==> config.mk <==
export PLATFORM = sky130hd
export DESIGN_NAME = uart_rx_deserializer
export DESIGN_NICKNAME = d
export VERILOG_FILES = /design/src/rtl/uart_rx_deserializer.sv
export SDC_FILE = /design/constraint.sdc
export NUM_CORES = 1
export LEC_CHECK = 0
export CAP_MARGIN = 5
export CORE_UTILIZATION = 55
export CTS_BUF_LIST = sky130_fd_sc_hd__clkbuf_8
export CTS_CLUSTER_DIAMETER = 120
export DETAILED_ROUTE_END_ITERATION = 7
export DONT_BUFFER_PORTS = 1
export HOLD_SLACK_MARGIN = 0.12
export PLACE_DENSITY = 0.75
export RECOVER_POWER = 100
export SLEW_MARGIN = 5
export SYNTH_ARGS = -nofsm -noshare
export SYNTH_HDL_FRONTEND = slang
export SYNTH_SLANG_ARGS = --single-unit
==> constraint.sdc <==
create_clock -name clk -period 2.26 [get_ports clk]
set_input_delay 0.565 -clock clk [delete_from_list [all_inputs] [get_ports clk]]
set_output_delay 0.565 -clock clk [all_outputs]
set_load 0.01 [all_outputs]
==> src/rtl/uart_rx_deserializer.sv <==
// UART receiver: 2-FF synchronizer, oversampled start/data/stop deserializer.
// Define UART_RX_PARITY_EN to add a parity bit check between data and stop.
`timescale 1ns/1ps
module uart_rx_deserializer #(
  parameter int CLKS_PER_BIT = 868,
  parameter int DATA_BITS    = 8,
  parameter bit PARITY_ODD   = 1'b0
) (
  input  logic                 clk,
  input  logic                 reset,
  input  logic                 rx,
  output logic [DATA_BITS-1:0] data_out,
  output logic                 data_valid,
  output logic                 frame_err,
  output logic                 parity_err,
  output logic                 busy
);

  localparam int CW = $clog2(CLKS_PER_BIT);
  localparam int BW = $clog2(DATA_BITS);
  localparam logic [CW-1:0] HALF  = CW'(CLKS_PER_BIT / 2 - 1);
  localparam logic [CW-1:0] LAST  = CW'(CLKS_PER_BIT - 1);
  localparam logic [BW-1:0] BLAST = BW'(DATA_BITS - 1);

  typedef enum logic [2:0] {
    IDLE,
    START,
    DATA,
`ifdef UART_RX_PARITY_EN
    PARITY,
`endif
    STOP,
    BRK
  } state_t;

  state_t               state;
  state_t               state_n;
  logic                 rx_meta;
  logic                 rx_s;
  logic [CW-1:0]        clk_cnt;
  logic [BW-1:0]        bit_cnt;
  logic [DATA_BITS-1:0] shreg;
  logic                 par_bad;
  logic                 tick;
  logic                 mid_start;
  logic                 cnt_run;
  logic                 dv_d;
  logic                 fe_d;
  logic                 pe_d;

  always_ff @(posedge clk or posedge reset) begin
    if (reset) begin
      rx_meta <= 1'b1;
      rx_s    <= 1'b1;
    end else begin
      rx_meta <= rx;
      rx_s    <= rx_meta;
    end
  end

  always_ff @(posedge clk or posedge reset) begin
    if (reset) state <= IDLE;
    else       state <= state_n;
  end

  assign tick      = (clk_cnt == LAST);
  assign mid_start = (state == START) && (clk_cnt == HALF);
  assign cnt_run   = (state != IDLE) && (state != BRK);

  always_comb begin
    state_n = state;
    unique case (state)
      IDLE:  if (!rx_s) state_n = START;
      START: if (mid_start) state_n = rx_s ? IDLE : DATA;
      DATA:
        if (tick && bit_cnt == BLAST)
`ifdef UART_RX_PARITY_EN
          state_n = PARITY;
`else
          state_n = STOP;
`endif
`ifdef UART_RX_PARITY_EN
      PARITY: if (tick) state_n = STOP;
`endif
      STOP:  if (tick) state_n = rx_s ? IDLE : BRK;
      BRK:   if (rx_s) state_n = IDLE;
      default: state_n = IDLE;
    endcase
  end

  always_comb begin
    dv_d = 1'b0;
    fe_d = 1'b0;
    pe_d = 1'b0;
    busy = (state != IDLE);
    if (state == STOP && tick) begin
      fe_d = !rx_s;
      dv_d = rx_s && !par_bad;
      pe_d = rx_s && par_bad;
    end
  end

  always_ff @(posedge clk or posedge reset) begin
    if (reset) begin
      clk_cnt    <= '0;
      bit_cnt    <= '0;
      shreg      <= '0;
      data_out   <= '0;
      data_valid <= 1'b0;
      frame_err  <= 1'b0;
    end else begin
      data_valid <= dv_d;
      frame_err  <= fe_d;
      if (dv_d) data_out <= shreg;
      if (!cnt_run || tick || mid_start) clk_cnt <= '0;
      else clk_cnt <= clk_cnt + 1'b1;
      if (state == START) bit_cnt <= '0;
      else if (state == DATA && tick)
        bit_cnt <= (bit_cnt == BLAST) ? '0 : bit_cnt + 1'b1;
      if (state == DATA && tick)
        shreg <= {rx_s, shreg[DATA_BITS-1:1]};
    end
  end

`ifdef UART_RX_PARITY_EN
  // Mismatch is held until the stop bit decides which strobe fires.
  always_ff @(posedge clk or posedge reset) begin
    if (reset) begin
      par_bad    <= 1'b0;
      parity_err <= 1'b0;
    end else begin
      parity_err <= pe_d;
      if (state == START) par_bad <= 1'b0;
      else if (state == PARITY && tick)
        par_bad <= rx_s ^ (^shreg) ^ PARITY_ODD;
    end
  end
`else
  assign par_bad    = 1'b0;
  assign parity_err = pe_d & PARITY_ODD;
`endif

endmodule

# [Word level (Yosys, flattened, before mapping)]
# Index checks and enable logic that the tools add are counted.
[totals] inputBits=3 word_cells=51 reg_bits=36
[classes] n_reduce_logical=13 mux=14 eq_ne=13 addsub=2
[op_table] op="two-way mux 3 bit" count=9
[op_table] op="one-hot mux 3 bit (5 select lines)" count=1
[op_table] op="adder 10 x 1 -> 10 bit (second input constant)" count=1
[op_table] op="equality test 10 bit (second input constant)" count=1
[op_table] op="equality test 10 x 9 -> 1 bit (second input constant)" count=1
[op_table] op="two-way mux 10 bit" count=1
[op_table] op="!= test 2 bit (second input constant)" count=5
[op_table] op="equality test 3 x 2 -> 1 bit (second input constant)" count=2
[op_table] op="equality test 3 bit (second input constant)" count=2
[op_table] op="logical AND 1 bit" count=5
[op_table] op="AND reduction 5 bit" count=1
[op_table] op="adder 3 x 1 -> 3 bit (second input constant)" count=1
[op_table] op="equality test 3 x 1 -> 1 bit (second input constant)" count=1
[op_table] op="zero test 3 bit" count=1
[op_table] op="!= test 3 bit (second input constant)" count=1
[op_table] op="nonzero test 3 bit" count=1
[op_table] op="zero test 1 bit" count=2
[op_table] op="logical OR 1 bit" count=2
[op_table] op="two-way mux 1 bit" count=2
[op_table] op="two-way mux 2 bit" count=1
[op_table] op="nonzero test 2 bit" count=1

# [Longest topological paths before layout]
# Gate-level depths: netlist of run 1.
[logic_depth] ltp_word=6 ltp_mapped=7 mapped_depth_nobuf=6

# [Worst setup path before layout of run 1]
# Ideal clock, no wire load.
[synth_path] kind="reg2reg" start="register clk_cnt[3]" end="register data_out[0]" t_arrival_ns=1.813 setup_time_ns=0.125 setup_slack_ns=0.322 required_time_ns=2.135 path_buffers=1 stages_incl_launch_ff=6 cell_sequence="dfrtp_1 > or3b_4 > nor3_4 > and4_4 > buf_12 > mux2_4"
[synth_via] elab_chain_cells=3
[synth_lines] item="start, declared" line="40" text="logic [CW-1:0] clk_cnt;"
[synth_lines] item="start signal, assigned" line="116" text="else clk_cnt <= clk_cnt + 1'b1;"
[synth_lines] item="equality test 10 bit" line="66" text="assign tick = (clk_cnt == LAST);"
[synth_lines] item="logical AND 1 bit" line="96" text="if (state == STOP && tick) begin"
[synth_lines] item="two-way mux 1 bit" line="96"
[synth_lines] item="via dv_d" line="47" text="logic dv_d;"
[synth_lines] item="end signal, assigned" line="114" text="if (dv_d) data_out <= shreg;"
[synth_lines] item="end, declared" line="12" text="output logic [DATA_BITS-1:0] data_out,"
# The timed path passes the listed nets, and every way through them passes these cells.
# A chain may end at the register's enable or synchronous reset.

# [Final worst setup path of run 1]
[layout_path] start="register clk_cnt[3]" end="register shreg[2]"
[layout_via] elab_chain_cells=2
[layout_lines] item="equality test 10 bit" line="66"
[layout_lines] item="logical AND 1 bit" line="120" text="if (state == DATA && tick)"
[layout_lines] item="end signal, assigned" line="121" text="shreg <= {rx_s, shreg[DATA_BITS-1:1]};"
[layout_lines] item="end, declared" line="42" text="logic [DATA_BITS-1:0] shreg;"
# Every way passes these cells.

==> impl_metrics.csv, run 1 <==
group,metric,value,unit
grt,grt_max_degree,20,
run_status,violations,"DRC",
setup_path,start_kind,"register",
setup_path,worst-path-max-fanout,11,
synthesis,seq_area_frac_synth,53.9,%
placed_design,place_inst,163,
synthesis,synth-seq-cells,36,
routing,viasPerCell,5.57,
setup_path,path_class,"register to register",
floorplanning,die_h,57.2,um
power,power_leakage,0.884,nW
synthesis,syn_nets,139,
synthesis,synthTopCellsByArea,"dfrtp_1 51%, mux2_4 13%, nor2_1 3.6%",
clock_tree,root_buffer,"clkbuf_8",
power,powerDensity,647,nW/um^2
setup_path,reg2reg_to,"shreg[2]",
routing,dr.pass1.iters,6,
power,ir_worst_vdd,0.000312,V
job,max_cap_viol_count,0,
synthesis,synth_edf_count,0,
grt,grt-ovfl-total,0,
timing,worst_pin_slew,1000,ps
synthesis,synth_area,1680,um^2
setup_path,worst-r2r-cell-count,5,
cells_and_area,nets,146,
synthesis,synthTopCellsByCount,"34 x dfrtp_1, 16 x nor2_1, 15 x mux2_4, 7 x inv_1, 7 x nand2_1",
synthesis,synth.distinct_cells,38,
floorplanning,dieWidth,57.2,um
grt,grt_pass1_wl,4510,um
routing,drt_iter0_markers,31,
cells_and_area,n_antenna_cell,0,
routing,drc_errors,9,
synthesis,synth_top_cell_by_area,"dfrtp_1",
cells_and_area,drive_gt1_share,10.0,%
timing,post-route-min-period,2050,ps
grt,grt_pass1_vias,959,
worst_hold_path,min_from,"rx",
worst_hold_path,min_path_type,"primary input to register",
placed_design,routabilityCongestion,0.849,
timing,finalSetupViolCount,0,
timing,rsz0062_at_grt,"false",
floorplanning,dieArea,3270,um^2
grt,grt_usage,19.2,%
routing,routedWlPerCell,15.6,um
power,p_total,1.11,mW
routing,dr_total_vias,953,
synthesis,synth_cells,132,
clock_tree,postCtsResizedCells,0,
timing,max-slew-margin-rel,33.2,%
clock_tree,cts_hold_buffers,0,
placed_design,dp_hpwl,1900,um
clock_tree,cts_buffer_depth,2,
cells_and_area,area_growth_syn_to_layout,2.46,%
timing,skew,3.60,ps
clock_tree,h-tree-depth,2,
worst_hold_path,min_path_cells,0,
floorplanning,start_util,59.2,%
synthesis,synthArstFlopShare,100,%
timing,post-route-period-util,90.7,%
clock_tree,clk_latency,280,ps
placed_design,portBuffers,0,
timing,hold_slack,271,ps
timing,fmax,488,MHz
setup_path,required,2420,ps
synthesis,postSynthAreaPerCell,12.7,um^2
floorplanning,coreArea,2830,um^2
setup_path,worstPathArrival,2210,ps
floorplanning,io_pins,15,
setup_path,ff2ff_setup_slack,210,ps
cells_and_area,stdcell_count,171,
routing,totalWireLength,2680,um
clock_tree,path_clk_slew,70,ps
clock_tree,post_cts_buffers,0,
clock_tree,cts_inserted_buffers,5,
synthesis,synth_top_area_share,50.8,%
synthesis,yosysWarnings,0,
setup_path,crit_path_end_kind,"register",
setup_path,r2r_start,"clk_cnt[3]",
synthesis,yosysMostFrequentCell,"dfrtp_1",
routing,detail-route-antenna-nets,0,
run_status,status,"finished, violations left",
floorplanning,row_count,19,
worst_hold_path,hold_path_end,"rx_meta",
timing,maxSlewViolCount,0,
clock_tree,tritoncts,"yes",
clock_tree,clkSinkCount,36,
timing,hold_violations,0,
grt,antenna_found_initial,0,
synthesis,ys.flop_type,"dfrtp_1",
cells_and_area,nFillCells,248,
timing,fin_setup_tns,0,ps
cell type report:
cell class / instances / area [um^2] / share of cell area, %
flip-flops and latches: 36 / 903 / 52.6
multi-input cells: 85 / 642 / 37.4
clock buffers: 6 / 82.6 / 4.81
well taps: 31 / 38.8 / 2.26
inverters: 7 / 26.3 / 1.53
repair buffers: 4 / 16.3 / 0.948
clock inverters: 2 / 7.51 / 0.437
sequential cells by signal, summed over array words and instances, names as in the netlist:
register and flops:
rx_s 1, clk_cnt 10, data_valid 1, shreg 8, state 3, rx_meta 1, bit_cnt 3, frame_err 1
data_out 8
critical path: stages, from the launching register on:
cell and delay (ps):
dfrtp_1 430, or3b_1 480, nor3_4 270, nand3_2 90, clkbuf_2 240, mux2_1 400
per-stage QoR:
step	setup slack, ps	util [%]	area [um^2]
6_report	211	60.7	1720
5_1_grt	141	60.7	1720
4_1_cts	309	63.3	1790
3_3_place_gp	401	60.1	1700
3_5_place_dp	332	60.1	1700
2_1_floorplan	322	-	1680
worst max-delay path by stage:
stage	start	end	slack, ps	cells past startpoint
floorplan	clk_cnt[3]	data_out[0]	320	5
global placement	clk_cnt[3]	data_out[4]	400	4
detailed placement	clk_cnt[3]	data_out[5]	330	4
CTS	clk_cnt[3]	data_out[5]	310	4
global route	clk_cnt[3]	shreg[2]	140	5
finish	clk_cnt[3]	shreg[2]	210	5
power breakdown:
| group | switching (mW) | total (mW) | internal [mW] |
|---|---|---|---|
| Sequential | 0.00179 | 0.650 | 0.648 |
| Combinational | 0.0129 | 0.0142 | 0.00136 |
| Clock | 0.208 | 0.447 | 0.239 |
kinds of logic after synthesis:
group	share of synthesized area (%)
mux	15.9
flops	53.9
compound gates	3.29
fa+ha+maj	2.99
simple gates	15.3
buf+inv	4.18
xor+xnor	4.18
other cells	0.224
placed cells by master (no fill, tap or decap), drive strengths merged, types with 2 or more instances in the layout:
master	n
dfrtp	34
inv	9
nand4	2
nor2b	2
nor4	2
clkbuf	10
nor2	16
or3	2
mux2i	3
nand3	5
xnor2	6
xor2	2
nand2	7
ha	4
and4	2
dfstp	2
mux2	16
nor3	3
metal layers:
| layer | global-route usage, % | part of all wire (%) | vias to the layer above |
|---|---|---|---|
| li1 | - | - | 464 |
| met1 | 21.8 | 44 | 461 |
| met2 | 33.3 | 49 | 21 |
| met3 | 6.80 | 4.5 | 7 |
| met4 | 7.32 | 2.5 | 0 |
| met5 | 0 | 0 | - |
Note: power is estimated with default switching activity, not from simulation.
==> run 2: changes to the inputs <==
--- a/config.mk
+++ b/config.mk
@@ -6,15 +6,17 @@
 export NUM_CORES = 1
 export LEC_CHECK = 0
 export CAP_MARGIN = 5
-export CORE_UTILIZATION = 55
+export CORE_ASPECT_RATIO = 0.6
+export CORE_UTILIZATION = 30
 export CTS_BUF_LIST = sky130_fd_sc_hd__clkbuf_8
 export CTS_CLUSTER_DIAMETER = 120
 export DETAILED_ROUTE_END_ITERATION = 7
 export DONT_BUFFER_PORTS = 1
 export HOLD_SLACK_MARGIN = 0.12
-export PLACE_DENSITY = 0.75
+export PLACE_DENSITY = 0.49
 export RECOVER_POWER = 100
 export SLEW_MARGIN = 5
 export SYNTH_ARGS = -nofsm -noshare
 export SYNTH_HDL_FRONTEND = slang
 export SYNTH_SLANG_ARGS = --single-unit
+export TNS_END_PERCENT = 5
==> impl_metrics.csv, run 2 (synthesis results as in run 1) <==
group,metric,value,unit
clock_tree,cts_buffer_depth,2,
placed_design,place_inst,196,
setup_path,crit_path_end_kind,"register",
timing,maxSlewViolCount,0,
cells_and_area,final_cell_mix,"34 x dfrtp_1, 16 x nor2_1, 15 x mux2_1",
clock_tree,h-tree-depth,2,
worst_hold_path,min_path_type,"primary input to register",
floorplanning,coreArea,5200,um^2
worst_hold_path,min_from,"rx",
power,ir_worst_vdd,0.000231,V
clock_tree,path_clk_slew,70,ps
setup_path,worst-path-max-fanout,11,
clock_tree,postCtsResizedCells,0,
cells_and_area,multiInputGateArea,643,um^2
job,max_cap_viol_count,0,
setup_path,start_kind,"register",
timing,finalSetupViolCount,0,
placed_design,portBuffers,0,
timing,skew,7.00,ps
timing,max-slew-margin-rel,40.8,%
cells_and_area,nets,144,
cells_and_area,n_antenna_cell,0,
floorplanning,io_pins,15,
grt,grt_usage,10.8,%
routing,drt_iter0_markers,25,
clock_tree,tritoncts,"yes",
setup_path,r2r_start,"clk_cnt[3]",
routing,drc_errors,0,
clock_tree,post_cts_buffers,0,
timing,fin_setup_tns,0,ps
setup_path,path_class,"register to register",
clock_tree,cts_inserted_buffers,5,
cells_and_area,post-route-util,34.1,%
placed_design,dp_hpwl,1920,um
setup_path,cp_cell_sequence,"or3b_1, nor3_4, nand3_2, mux2_1",
timing,post-route-min-period,2000,ps
setup_path,slowest_delay,480,ps
power,p_total,1.22,mW
clock_tree,cts_hold_buffers,0,
power,switching_share,20.0,%
power,internal_power,0.975,mW
cells_and_area,area_growth_syn_to_layout,5.97,%
setup_path,cpMaxStageDelayCell,"or3b_1",
cells_and_area,stdcell_count,204,
cells_and_area,nFillCells,520,
timing,hold_violations,0,
power,p_comb_share,1.2,%
run_status,status,"finished clean",
cells_and_area,regMostFlops,"clk_cnt",
cells_and_area,drive_gt1_share,12.3,%
grt,grt_pass1_wl,4680,um
routing,dr_total_vias,919,
cells_and_area,seq_area,903,um^2
timing,fmax,501,MHz
power,power_leakage,0.881,nW
grt,grt_pass1_vias,930,
routing,dr.pass1.iters,6,
power,clkPwrFrac,45.6,%
power,p_sw,0.244,mW
grt,grt-ovfl-total,0,
grt,grt_max_degree,37,
setup_path,worstSetupStartpoint,"clk_cnt[3]",
timing,worst_pin_slew,887,ps
grt,antenna_found_initial,0,
cells_and_area,mostFrequentLayoutCell,"dfrtp_1",
floorplanning,start_util,32.2,%
clock_tree,clkSinkCount,36,
placed_design,routabilityCongestion,0.736,
routing,detail-route-antenna-nets,0,
cells_and_area,largest_reg_flops,10,
floorplanning,die_h,59.9,um
power,p_seq_share,53.2,%
floorplanning,dieArea,5900,um^2
floorplanning,dieWidth,98.5,um
setup_path,worstPathArrival,2160,ps
timing,rsz0062_at_grt,"false",
cells_and_area,largest_registers,"clk_cnt x10, data_out x8, shreg x8",
routing,viasPerCell,4.50,
routing,routedWlPerCell,13.3,um
clock_tree,root_buffer,"clkbuf_8",
setup_path,path_buf_inv,0,
floorplanning,row_count,20,
setup_path,path_delay_family,"simple AND/OR/NAND/NOR gates",
timing,post-route-period-util,88.3,%
clock_tree,clk_latency,290,ps
setup_path,required,2430,ps
routing,totalWireLength,2720,um
power,powerDensity,687,nW/um^2
==> run 2: path summary, 6_finish.rpt <==
kind | endpoint | slack, ps | cells after the start
worst max register to register | shreg[4] | 260 | 4
worst min-delay path | rx_meta | 270 | 0
worst min register to register | rx_s | 360 | 0
min in group asynchronous | state[0] | 430 | 2
worst max-delay path | shreg[4] | 260 | 4
max in group asynchronous | bit_cnt[2] | 1270 | 2
==> run 2: layer usage <==
layer / track usage [%] / wire length [um]
met5: 0 / 0
met4: 7.04 / 74
met2: 14.0 / 1060
met1: 15.0 / 1480
met3: 3.86 / 102
==> run 2: per-stage QoR <==
step / setup slack, ps / cell area [um^2] / hold slack (ps)
finish: 263 / 1780 / 268
global route: 116 / 1780 / 249
CTS: 246 / 1840 / 258
detailed placement: 267 / 1730 / 347
global placement: 324 / 1730 / 347
floorplan: 322 / 1680 / 345
==> run 2: final cells by class <==
type | instances | area share (%)
clock buffer | 5 | 3.88
clock inverter | 3 | 2.40
inverter | 7 | 1.48
multi-input combinational | 85 | 36.2
sequential | 36 | 50.9
tap | 66 | 4.65
timing repair buffer | 2 | 0.493
==> run 2: power groups by stage <==
stage,Sequential (mW),Combinational (mW),Clock [mW]
6_report,0.649,0.0144,0.555
4_1_cts,0.649,0.0164,0.578
2_1_floorplan,0.661,0.0122,0
5_1_grt,0.649,0.0179,0.602
3_3_place_gp,0.662,0.0161,0
3_5_place_dp,0.662,0.0166,0
==> run 2: worst reg2reg max path: stages (launching register included) <==
cell and delay, ps:
dfrtp_1 430, or3b_1 480, nor3_4 270, nand3_2 300, mux2_1 400
